$ cat src/rtl/fmps_pkg.sv
// -----------------------------------------------------------------------------
// fmps_pkg
// Shared definitions for the FMPS Aurora test-pattern generator:
//   - default header magic
//   - bit positions of the header and data-word fields
//   - FSM state encoding
//   - helpers that assemble the two beats of a test packet
// -----------------------------------------------------------------------------
package fmps_pkg;

  localparam logic [15:0] FMPS_HEADER_MAGIC = 16'hB6CF;

  // Header beat layout
  localparam int HDR_MAGIC_LSB = 16;
  localparam int HDR_INDEX_LSB = 10;

  // Data beat layout
  localparam int DATA_INVALID_FMPS2CC_BIT = 31;
  localparam int DATA_INVALID_CC2CC_BIT   = 30;
  localparam int DATA_RESERVED_BIT        = 29;
  localparam int DATA_INDEX_LSB           = 24;
  localparam int DATA_MAGIC_LSB           = 8;
  localparam int DATA_CYCLE_LSB           = 0;

  // Widest index the field layouts leave room for
  localparam int FMPS_MAX_INDEX_WIDTH = 5;

  typedef enum logic [1:0] {
    ST_IDLE = 2'd0,
    ST_HDR  = 2'd1,
    ST_DATA = 2'd2
  } fmps_state_e;

  // Header: {magic, 1'b0, index, zeros}
  function automatic logic [31:0] fmps_header_word(
    input logic [15:0]                     magic,
    input logic [FMPS_MAX_INDEX_WIDTH-1:0] idx
  );
    logic [31:0] w;
    w = '0;
    w[HDR_MAGIC_LSB +: 16]                  = magic;
    w[HDR_INDEX_LSB +: FMPS_MAX_INDEX_WIDTH] = idx;
    return w;
  endfunction

  // Data: {invalid flags (always clear), index, magic, FA cycle}
  function automatic logic [31:0] fmps_data_word(
    input logic [FMPS_MAX_INDEX_WIDTH-1:0] idx,
    input logic [15:0]                     magic,
    input logic [7:0]                      cyc
  );
    logic [31:0] w;
    w = '0;
    w[DATA_INVALID_FMPS2CC_BIT]               = 1'b0;
    w[DATA_INVALID_CC2CC_BIT]                 = 1'b0;
    w[DATA_RESERVED_BIT]                      = 1'b0;
    w[DATA_INDEX_LSB +: FMPS_MAX_INDEX_WIDTH] = idx;
    w[DATA_MAGIC_LSB +: 16]                   = magic;
    w[DATA_CYCLE_LSB +: 8]                    = cyc;
    return w;
  endfunction

endpackage

$ cat src/rtl/write_fmps_test_link_if.sv
// -----------------------------------------------------------------------------
// write_fmps_test_link_if
// AXI4-Stream TX bundle towards the Aurora user interface.
//   tdata  [31:0] stream data          (master -> slave)
//   tvalid        beat valid           (master -> slave)
//   tlast         last beat of packet  (master -> slave)
//   tready        sink ready           (slave  -> master)
// -----------------------------------------------------------------------------
interface write_fmps_test_link_if;
  logic [31:0] tdata;
  logic        tvalid;
  logic        tlast;
  logic        tready;

  modport master (output tdata, output tvalid, output tlast, input  tready);
  modport slave  (input  tdata, input  tvalid, input  tlast, output tready);
endinterface

$ cat src/rtl/write_fmps_test_link.sv
// -----------------------------------------------------------------------------
// write_fmps_test_link
// FMPS Aurora link test-pattern generator. Each packet request produces one
// two-beat AXI4-Stream packet (header, then data word carrying index, data
// magic and FA cycle count).
//
// Ports
//   auroraUserClk    in   sole clock
//   auroraUserReset  in   asynchronous active-high reset
//   csrStrobe        in   CSR write strobe
//   GPIO_OUT[31:0]   in   CSR write data, base index in [24 +: INDEX_WIDTH]
//   csr[31:0]        out  [31]=auroraChannelUp, [24 +: INDEX_WIDTH]=base index
//   genPacketStrobe  in   packet request (multi-packet mode)
//   auroraFAstrobe   in   FA cycle marker (request source in single mode)
//   auroraChannelUp  in   link up; gates all transmission
//   tx               master stream port (tdata/tvalid/tlast out, tready in)
// -----------------------------------------------------------------------------
module write_fmps_test_link
  import fmps_pkg::*;
#(
  parameter int          INDEX_WIDTH            = 5,
  parameter string       WITH_MULT_PACK_SUPPORT = "true",
  parameter logic [15:0] DATA_MAGIC             = 16'hCACA,
  parameter logic [15:0] HEADER_MAGIC           = FMPS_HEADER_MAGIC
) (
  input  logic                   auroraUserClk,
  input  logic                   auroraUserReset,
  input  logic                   csrStrobe,
  input  logic [31:0]            GPIO_OUT,
  output logic [31:0]            csr,
  input  logic                   genPacketStrobe,
  input  logic                   auroraFAstrobe,
  input  logic                   auroraChannelUp,
  write_fmps_test_link_if.master tx
);

  localparam bit MULT_PACK = (WITH_MULT_PACK_SUPPORT == "true");

  fmps_state_e             state_q, state_d;
  logic [INDEX_WIDTH-1:0]  base_index_q;
  logic [INDEX_WIDTH-1:0]  pkt_cnt_q, pkt_cnt_d;
  logic [INDEX_WIDTH-1:0]  idx_q, idx_d;
  logic [7:0]              fa_cycle_q, fa_cycle_d;
  logic [7:0]              cyc_q, cyc_d;
  logic [3:0]              pending_q, pending_d;
  logic [31:0]             tdata_q, tdata_d;
  logic                    tvalid_q, tvalid_d;
  logic                    tlast_q, tlast_d;

  logic                    req;
  logic                    slot_free;
  logic                    launch;
  logic [INDEX_WIDTH-1:0]  pkt_base;
  logic [INDEX_WIDTH-1:0]  launch_idx;
  logic [4:0]              pending_sum;
  logic                    unused_gpio;

  // Only the base-index slice of the write data is meaningful.
  assign unused_gpio = ^GPIO_OUT;

  // Requests seen while the channel is down are simply discarded.
  assign req = auroraChannelUp & (MULT_PACK ? genPacketStrobe : auroraFAstrobe);

  // A coinciding FA strobe takes effect before the launch samples the
  // counters, so the packet sees pktCnt=0 and the incremented cycle number.
  assign fa_cycle_d = auroraFAstrobe ? fa_cycle_q + 8'd1 : fa_cycle_q;
  assign pkt_base   = auroraFAstrobe ? '0 : pkt_cnt_q;
  assign launch_idx = base_index_q + pkt_base;

  // A new packet may start from IDLE, or on the cycle the data beat is
  // accepted so consecutive packets run without a gap.
  assign slot_free = (state_q == ST_IDLE) || ((state_q == ST_DATA) && tx.tready);
  assign launch    = auroraChannelUp && ((pending_q != 4'd0) || req) && slot_free;

  assign pkt_cnt_d = pkt_base + INDEX_WIDTH'(launch);

  // launch implies pending_q>0 or req, so the sum never underflows.
  assign pending_sum = {1'b0, pending_q} + 5'(req) - 5'(launch);

  always_comb begin
    pending_d = pending_q;
    if (!auroraChannelUp) begin
      pending_d = 4'd0;
    end else if (pending_sum > 5'd15) begin
      pending_d = 4'd15;
    end else begin
      pending_d = pending_sum[3:0];
    end
  end

  // Next-state and registered-output logic
  always_comb begin
    state_d  = state_q;
    idx_d    = idx_q;
    cyc_d    = cyc_q;
    tdata_d  = tdata_q;
    tvalid_d = tvalid_q;
    tlast_d  = tlast_q;

    if (!auroraChannelUp) begin
      // Link loss abandons whatever packet is in flight.
      state_d  = ST_IDLE;
      tvalid_d = 1'b0;
      tlast_d  = 1'b0;
    end else if (launch) begin
      state_d  = ST_HDR;
      idx_d    = launch_idx;
      cyc_d    = fa_cycle_d;
      tdata_d  = fmps_header_word(HEADER_MAGIC, FMPS_MAX_INDEX_WIDTH'(launch_idx));
      tvalid_d = 1'b1;
      tlast_d  = 1'b0;
    end else begin
      unique case (state_q)
        ST_IDLE: begin
          tvalid_d = 1'b0;
          tlast_d  = 1'b0;
        end
        ST_HDR: begin
          if (tx.tready) begin
            state_d = ST_DATA;
            tdata_d = fmps_data_word(FMPS_MAX_INDEX_WIDTH'(idx_q), DATA_MAGIC, cyc_q);
            tlast_d = 1'b1;
          end
        end
        ST_DATA: begin
          if (tx.tready) begin
            state_d  = ST_IDLE;
            tvalid_d = 1'b0;
            tlast_d  = 1'b0;
          end
        end
        default: begin
          state_d  = ST_IDLE;
          tvalid_d = 1'b0;
          tlast_d  = 1'b0;
        end
      endcase
    end
  end

  always_ff @(posedge auroraUserClk or posedge auroraUserReset) begin
    if (auroraUserReset) begin
      state_q      <= ST_IDLE;
      base_index_q <= '0;
      pkt_cnt_q    <= '0;
      idx_q        <= '0;
      fa_cycle_q   <= '0;
      cyc_q        <= '0;
      pending_q    <= '0;
      tdata_q      <= '0;
      tvalid_q     <= 1'b0;
      tlast_q      <= 1'b0;
    end else begin
      state_q    <= state_d;
      pkt_cnt_q  <= pkt_cnt_d;
      idx_q      <= idx_d;
      fa_cycle_q <= fa_cycle_d;
      cyc_q      <= cyc_d;
      pending_q  <= pending_d;
      tdata_q    <= tdata_d;
      tvalid_q   <= tvalid_d;
      tlast_q    <= tlast_d;
      if (csrStrobe) begin
        base_index_q <= GPIO_OUT[24 +: INDEX_WIDTH];
      end
    end
  end

  // Link status is reported live; the index field comes from its register.
  always_comb begin
    csr                      = '0;
    csr[31]                  = auroraChannelUp;
    csr[24 +: INDEX_WIDTH]   = base_index_q;
  end

  assign tx.tdata  = tdata_q;
  assign tx.tvalid = tvalid_q;
  assign tx.tlast  = tlast_q;

endmodule

$ cat src/flat_wrapper.sv
// flat-port wrapper written by rule: the top's interface ports become plain ports
module write_fmps_test_link_flat import fmps_pkg::*;
#(
  parameter int          INDEX_WIDTH            = 5,
  parameter string       WITH_MULT_PACK_SUPPORT = "    ",
  parameter logic [15:0] DATA_MAGIC             = 16'hCACA,
  parameter logic [15:0] HEADER_MAGIC           = FMPS_HEADER_MAGIC
)
  (auroraUserClk, auroraUserReset, csrStrobe, GPIO_OUT, csr, genPacketStrobe, auroraFAstrobe, auroraChannelUp, tx_tdata, tx_tvalid, tx_tlast, tx_tready);
  write_fmps_test_link_if tx_i ();
  input  logic auroraUserClk;
  input  logic auroraUserReset;
  input  logic csrStrobe;
  input  logic [31:0] GPIO_OUT;
  output logic [31:0] csr;
  input  logic genPacketStrobe;
  input  logic auroraFAstrobe;
  input  logic auroraChannelUp;
  output wire logic [$bits(tx_i.tdata)-1:0] tx_tdata;
  output wire logic [$bits(tx_i.tvalid)-1:0] tx_tvalid;
  output wire logic [$bits(tx_i.tlast)-1:0] tx_tlast;
  input wire logic [$bits(tx_i.tready)-1:0] tx_tready;
  assign tx_tdata = tx_i.tdata;
  assign tx_tvalid = tx_i.tvalid;
  assign tx_tlast = tx_i.tlast;
  assign tx_i.tready = tx_tready;
  write_fmps_test_link #(.INDEX_WIDTH(INDEX_WIDTH), .WITH_MULT_PACK_SUPPORT(WITH_MULT_PACK_SUPPORT), .DATA_MAGIC(DATA_MAGIC), .HEADER_MAGIC(HEADER_MAGIC)) u_core (.auroraUserClk(auroraUserClk), .auroraUserReset(auroraUserReset), .csrStrobe(csrStrobe), .GPIO_OUT(GPIO_OUT), .csr(csr), .genPacketStrobe(genPacketStrobe), .auroraFAstrobe(auroraFAstrobe), .auroraChannelUp(auroraChannelUp), .tx(tx_i));
endmodule
$ cat config.mk
export PLATFORM = sky130hd
export DESIGN_NAME = write_fmps_test_link_flat
export DESIGN_NICKNAME = d
export VERILOG_FILES = /design/src/rtl/fmps_pkg.sv /design/src/rtl/write_fmps_test_link_if.sv /design/src/rtl/write_fmps_test_link.sv /design/src/flat_wrapper.sv
export SDC_FILE = /design/constraint.sdc
export NUM_CORES = 1
export LEC_CHECK = 0
export CAP_MARGIN = 15
export CORE_ASPECT_RATIO = 1.75
export CORE_UTILIZATION = 45
export CTS_CLUSTER_DIAMETER = 40
export DETAILED_ROUTE_END_ITERATION = 8
export PLACE_DENSITY = 0.85
export SYNTH_ARGS = -nofsm -noshare
export SYNTH_HDL_FRONTEND = slang
export SYNTH_SLANG_ARGS = --single-unit
$ cat constraint.sdc
create_clock -name auroraUserClk -period 5 [get_ports auroraUserClk]
set_input_delay 0.75 -clock auroraUserClk [delete_from_list [all_inputs] [get_ports auroraUserClk]]
set_output_delay 0.75 -clock auroraUserClk [all_outputs]
set_load 0.02 [all_outputs]
==> metrics, run 1 <==
outcome finished clean; worst hold path startpoint u_core.fa_cycle_q[7]$_DFF_PP0_; Post-CTS Setup Repair Bufs 0; DIE WIDTH 63.55 um; Tcrit/Tclk final 76.79%; Post-Syn Area 2983 um^2; # fillers 559; Pleak 1.636 nW; H-tree Lvls 3; worst reg2reg setup slack 1.48 ns; Final TNS setup 0 ns; gpl congestion 0.7730; final core utilization 55.52%; Synth area leader dfrtp_1; Worst-Margin Slew 0.7200 ns; predominant post-synthesis flop cell dfrtp_1; die footprint 6971 um^2; Resized Gates After CTS 0; vias in the first global route 1946; Worst setup EP type flip-flop; FMAX 260.4 MHz; Pwr Total 1.661 mW; chip height 109.7 um; Hold-fix buffers, CTS 0; Worst Setup Path Type in -> reg; r2r startpoint u_core.pending_q[3]$_DFF_PP0_; worst hold path class reg -> reg; RSZ-0062 raised after global routing no; first-pass GRT wire length 8597 um; sequential cell area fraction in the yosys report 50.34%; YS warnings 0; antenna violations before repair 0; Initial Util 47.53%; Final Hold Viols 0; nets@finish 377; crit path DAT 4.09 ns; Post-Synthesis Cells 281; top post-synthesis cells by area dfrtp_1, buf_4, mux2_2; ant diodes 0; ys async rst share 100.0%; placed insts 392; ratio of cells with drive above 1 in the final layout 9.816%; Data required, critical path 5.25 ns; CP Launch Type input port; EDFF count, synth 0; row count 38; CTS Buf Count 9; CTS tree built; endpoints failing setup 0; Detailed Routing Iterations Pass 1 4; vias per cell 4.805; worst skew pair latency 0.33 ns; Sinks on Clock Net 60; MaxCap Viol Count 0; relative slew slack 52.00%; pwr dens 476.5 nW/um^2; I/O pins 105; drt initial violations 42; skew final 0.004053 ns; Cell variety after synth 32; WL per Instance 11.60 um; flip-flop and latch area 1501 um^2; #FFs+latches synth 60; synthesized area per cell 10.62 um^2; Post-Route WL 4711 um; Max Slew Vio Count 0; DRC 0; final cell count without fillers 406; core area 6276 um^2; Root Buffer clkbuf_8; Clock transition at path regs 0.06 ns; CP startpoint auroraFAstrobe; Area Overhead vs Synth 16.82%; I/O Buffers 46; post-route ant nets 0; largest net degree at the start of global routing 61; HPWL reported at the end of detailed placement 3497 um; DR vias 1951; peak supply drop 0.2000 mV; total grt overflow 0; Synth top area share 50.34%; Bufs on Longest Clock Path 2; gr usage total 16.22%; Max Fanout on Critical Path 36; crit path time final 3.840 ns; multi-input logic area 1186 um^2
layout make-up:
cell class / instances / share of cell area [%]
clock buffer: 11 / 4.057
clock inverter: 3 / 0.4309
inverter: 16 / 1.867
multi-input combinational: 188 / 34.04
sequential: 60 / 43.09
tap: 80 / 2.873
timing repair buffer: 48 / 13.64
power by group:
group	switching (mW)	internal [mW]
logic	0.306	0.279
registers	0.0959	0.626
clock network	0.169	0.185
cell usage in the layout (no fill, tap or decap), types with 4 or more instances in the layout:
master and count:
a31oi_1 4, a21o_1 4, o21ai_0 4, nand2b_1 5, nand2_1 32, nand3_1 6, nor2_1 12, mux2_2 15
conb_1 30, xnor2_1 8, a21oi_1 21, ha_1 13, nand4_1 4, clkbuf_8 10, dfrtp_1 60, nor2b_1 5
xor2_1 7, clkdlybuf4s50_1 46, inv_1 13
state kept, by name (all words and copies together), names as in the netlist:
| register | count |
|---|---|
| u_core.idx_q | 5 |
| u_core.tx.tdata | 21 |
| u_core.state_q | 2 |
| u_core.tx.tvalid | 1 |
| u_core.pending_q | 4 |
| u_core.pkt_cnt_q | 5 |
| u_core.tx.tlast | 1 |
| u_core.base_index_q | 5 |
| u_core.fa_cycle_q | 8 |
| u_core.cyc_q | 8 |
worst max-delay path, stage by stage:
cell and delay [ns]:
clkdlybuf4s50_1 0.56, nor4b_1 0.10, or3_1 0.37, or2_1 0.35
inv_6 0.27, ha_1 0.28, inv_1 0.06, ha_1 0.16
inv_1 0.06, fa_1 0.39, nand2b_1 0.16, a21oi_1 0.17
o21ai_0 0.18, a31oi_1 0.23
cells in the mapped netlist, types with 5 or more instances:
cell type / number
nand2b_1: 5
xor2_1: 7
a21oi_1: 21
dfrtp_1: 60
nand3_1: 6
nor2b_1: 5
buf_4: 40
inv_1: 14
nor2_1: 12
mux2_2: 15
nand2_1: 32
ha_1: 13
xnor2_1: 8
worst paths after layout:
| check | end | depth (start not counted) |
|---|---|---|
| min reg2reg | u_core.fa_cycle_q[7]$_DFF_PP0_ | 1 |
| max in group asynchronous | u_core.tx.tdata[11]$_DFFE_PP0P_ | 3 |
| min | u_core.fa_cycle_q[7]$_DFF_PP0_ | 1 |
| min in group asynchronous | u_core.cyc_q[2]$_DFFE_PP0P_ | 3 |
| max | u_core.pending_q[2]$_DFF_PP0_ | 14 |
| max reg2reg | u_core.pending_q[2]$_DFF_PP0_ | 15 |
per-layer routing:
layer	up-vias	track usage (%)	part of all wire, %
li1	950	-	-
met3	8	4.979	5.3
met5	-	0	0
met4	0	10.71	2.6
met1	911	17.74	41
met2	82	26.90	51
through the flow:
stage / hold slack (ns) / cell area (um^2) / setup slack, ns
6_report: 0.4739 / 3485 / 1.160
5_1_grt: 0.5115 / 3485 / 0.8892
4_1_cts: 0.4702 / 3485 / 1.155
3_5_place_dp: 0.4559 / 3328 / 0.8050
3_3_place_gp: 0.4474 / 3328 / 0.8784
2_1_floorplan: 0.4318 / 3092 / 1.638
cells by family after synthesis:
kind of cell | Yosys count | synth area share, %
AO/OA/AOI/OAI | 36 | 6.921
XOR/XNOR | 15 | 4.404
adder cells (fa/ha/maj) | 15 | 6.795
buffers and inverters | 62 | 13.55
flip-flops | 60 | 50.34
multiplexers | 15 | 5.663
other | 1 | 0.1257
AND/OR/NAND/NOR | 77 | 12.21
Power figures use the tool's default switching activity.
==> run 2: changes to the inputs <==
- clock period: 5 -> 3.7 ns (I/O delays scaled with it)
==> run 2 against run 1 <==
Routed wire length up 9.3%. Count of clock-buffer cells in the layout rose by 1. Flip-flop and latch count unchanged. Largest cell class unchanged. Final cell count up 0.99%.
==> metrics, run 2 (synthesized netlist as in run 1, its figures left out) <==
die footprint 6971 um^2; endpoints failing setup 0; leading cell type in the layout, fill and taps excluded dfrtp_1; Post-Route WL 5151 um; Initial Util 47.53%; row count 38; worst hold path class reg -> reg; most frequent cells in the layout dfrtp_1, clkdlybuf4s50_1, nand2_1; CP max stage delay 0.59 ns; Bufs on Longest Clock Path 2; vias per cell 4.883; worst hold path startpoint u_core.fa_cycle_q[7]$_DFF_PP0_; gpl congestion 0.7546; chip height 109.7 um; placed insts 394; cell family with most CP delay simple AND/OR/NAND/NOR gates; Worst Hold Depth 1; Tcrit/Tclk final 92.47%; DR vias 2002; CTS Buf Count 9; Root Buffer clkbuf_8; WP buf/inv 4; Hold Slack 0.4655 ns; r2r endpoint u_core.pending_q[2]$_DFF_PP0_; Worst Reg-to-Reg Cells 15; peak supply drop 0.2277 mV; I/O Buffers 46; skew final 0.008202 ns; Data required, critical path 3.94 ns; total grt overflow 0; ant diodes 0; FMAX 292.3 MHz; Post-CTS Setup Repair Bufs 0; ratio of cells with drive above 1 in the final layout 10.91%; worst reg2reg setup slack 0.41 ns; crit-path cells clkdlybuf4s50_1 -> nor4b_1 -> or3_1 -> or2_1 -> inv_6 -> ha_1 -> inv_1 -> ha_1 -> inv_1 -> fa_1 -> nand2b_1 -> a21oi_1 -> o21ai_0 -> a31oi_1; CP Launch Type input port; Hold-fix buffers, CTS 0; max reg flops 21; DIE WIDTH 63.55 um; Worst-Margin Slew 0.8095 ns; RSZ-0062 raised after global routing no; Max Slew Vio Count 0; Clock transition at path regs 0.06 ns; final cell count without fillers 410; core area 6276 um^2; Resized Gates After CTS 0; I/O pins 105; nets@finish 379; HPWL reported at the end of detailed placement 3908 um; Pleak 1.663 nW; crit path DAT 3.66 ns; Detailed Routing Iterations Pass 1 4; largest net degree at the start of global routing 40; CP startpoint auroraFAstrobe; Worst setup EP type flip-flop; Sinks on Clock Net 60; gr usage total 17.79%; Worst Setup Path Type in -> reg; antenna violations before repair 0; WL per Instance 12.56 um; Area Overhead vs Synth 18.88%; Final Hold Viols 0; crit path time final 3.421 ns; r2r startpoint u_core.pending_q[2]$_DFF_PP0_; critical path's slowest cell clkdlybuf4s50_1; drt initial violations 84; pwr dens 670.2 nW/um^2; Max Fanout on Critical Path 4; first-pass GRT wire length 9335 um; DRC 0; CTS tree built; MaxCap Viol Count 0; Pwr Total 2.377 mW; outcome finished clean; vias in the first global route 2045; post-route ant nets 0; worst skew pair latency 0.34 ns; Worst Hold Path EP u_core.fa_cycle_q[7]$_DFF_PP0_; relative slew slack 45.95%; H-tree Lvls 3
[run 2: cell count changes in the layout (fill, tap and decap cells not counted)]
| cell | delta |
|---|---|
| clkbuf_8 | +1 |
| clkinvlp_4 | +1 |
| bufinv_16 | +1 |
| buf_4 | +2 |
| clkinv_2 | -1 |
[run 2: worst max path at each step]
| stage | cells after the start | slack (ns) | endpoint |
|---|---|---|---|
| 2_1_floorplan | 18 | 0.44 | u_core.pending_q[0]$_DFF_PP0_ |
| 3_3_place_gp | 14 | 0.1 | u_core.pending_q[2]$_DFF_PP0_ |
| 3_5_place_dp | 14 | -0.05 | u_core.pending_q[2]$_DFF_PP0_ |
| 4_1_cts | 14 | 0.31 | u_core.pending_q[2]$_DFF_PP0_ |
| 5_1_grt | 14 | 0.06 | u_core.pending_q[2]$_DFF_PP0_ |
| 6_report | 14 | 0.28 | u_core.pending_q[2]$_DFF_PP0_ |
[run 2: area by class of cell]
cell class | instances | area (um^2)
Fill cell | 534 | 2730
Sequential cell | 60 | 1501
Multi-Input combinational cell | 188 | 1186
Timing Repair Buffer | 50 | 490.5
Clock buffer | 12 | 155.1
Tap cell | 80 | 100.1
Inverter | 16 | 65.06
Clock inverter | 4 | 47.55
[run 2: through the flow]
stage,cell area [um^2],setup TNS (ns),utilization [%],setup slack (ns)
5_1_grt,3546,0,56.50,0.06202
6_report,3546,0,56.50,0.2786
3_3_place_gp,3343,0,53.27,0.09766
3_5_place_dp,3343,-0.06077,53.27,-0.04955
2_1_floorplan,3092,0,-,0.4353
4_1_cts,3546,0,56.50,0.3112
[run 2: routing by layer]
layer  vias to the layer above  share of wire, %  global-route usage, %
li1                        953                 -                      -
met1                       958                38                  19.01
met2                        77                54                  30.62
met3                        14               4.4                  4.149
met4                         0               3.2                  12.50
met5                         -                 0                      0
[run 2: report_power, final]
group	leakage [nW]	switching (mW)	internal (mW)
registers	0.744	0.135	0.846
logic	0.817	0.423	0.382
clock network	0.102	0.246	0.345
total	1.66	0.803	1.57
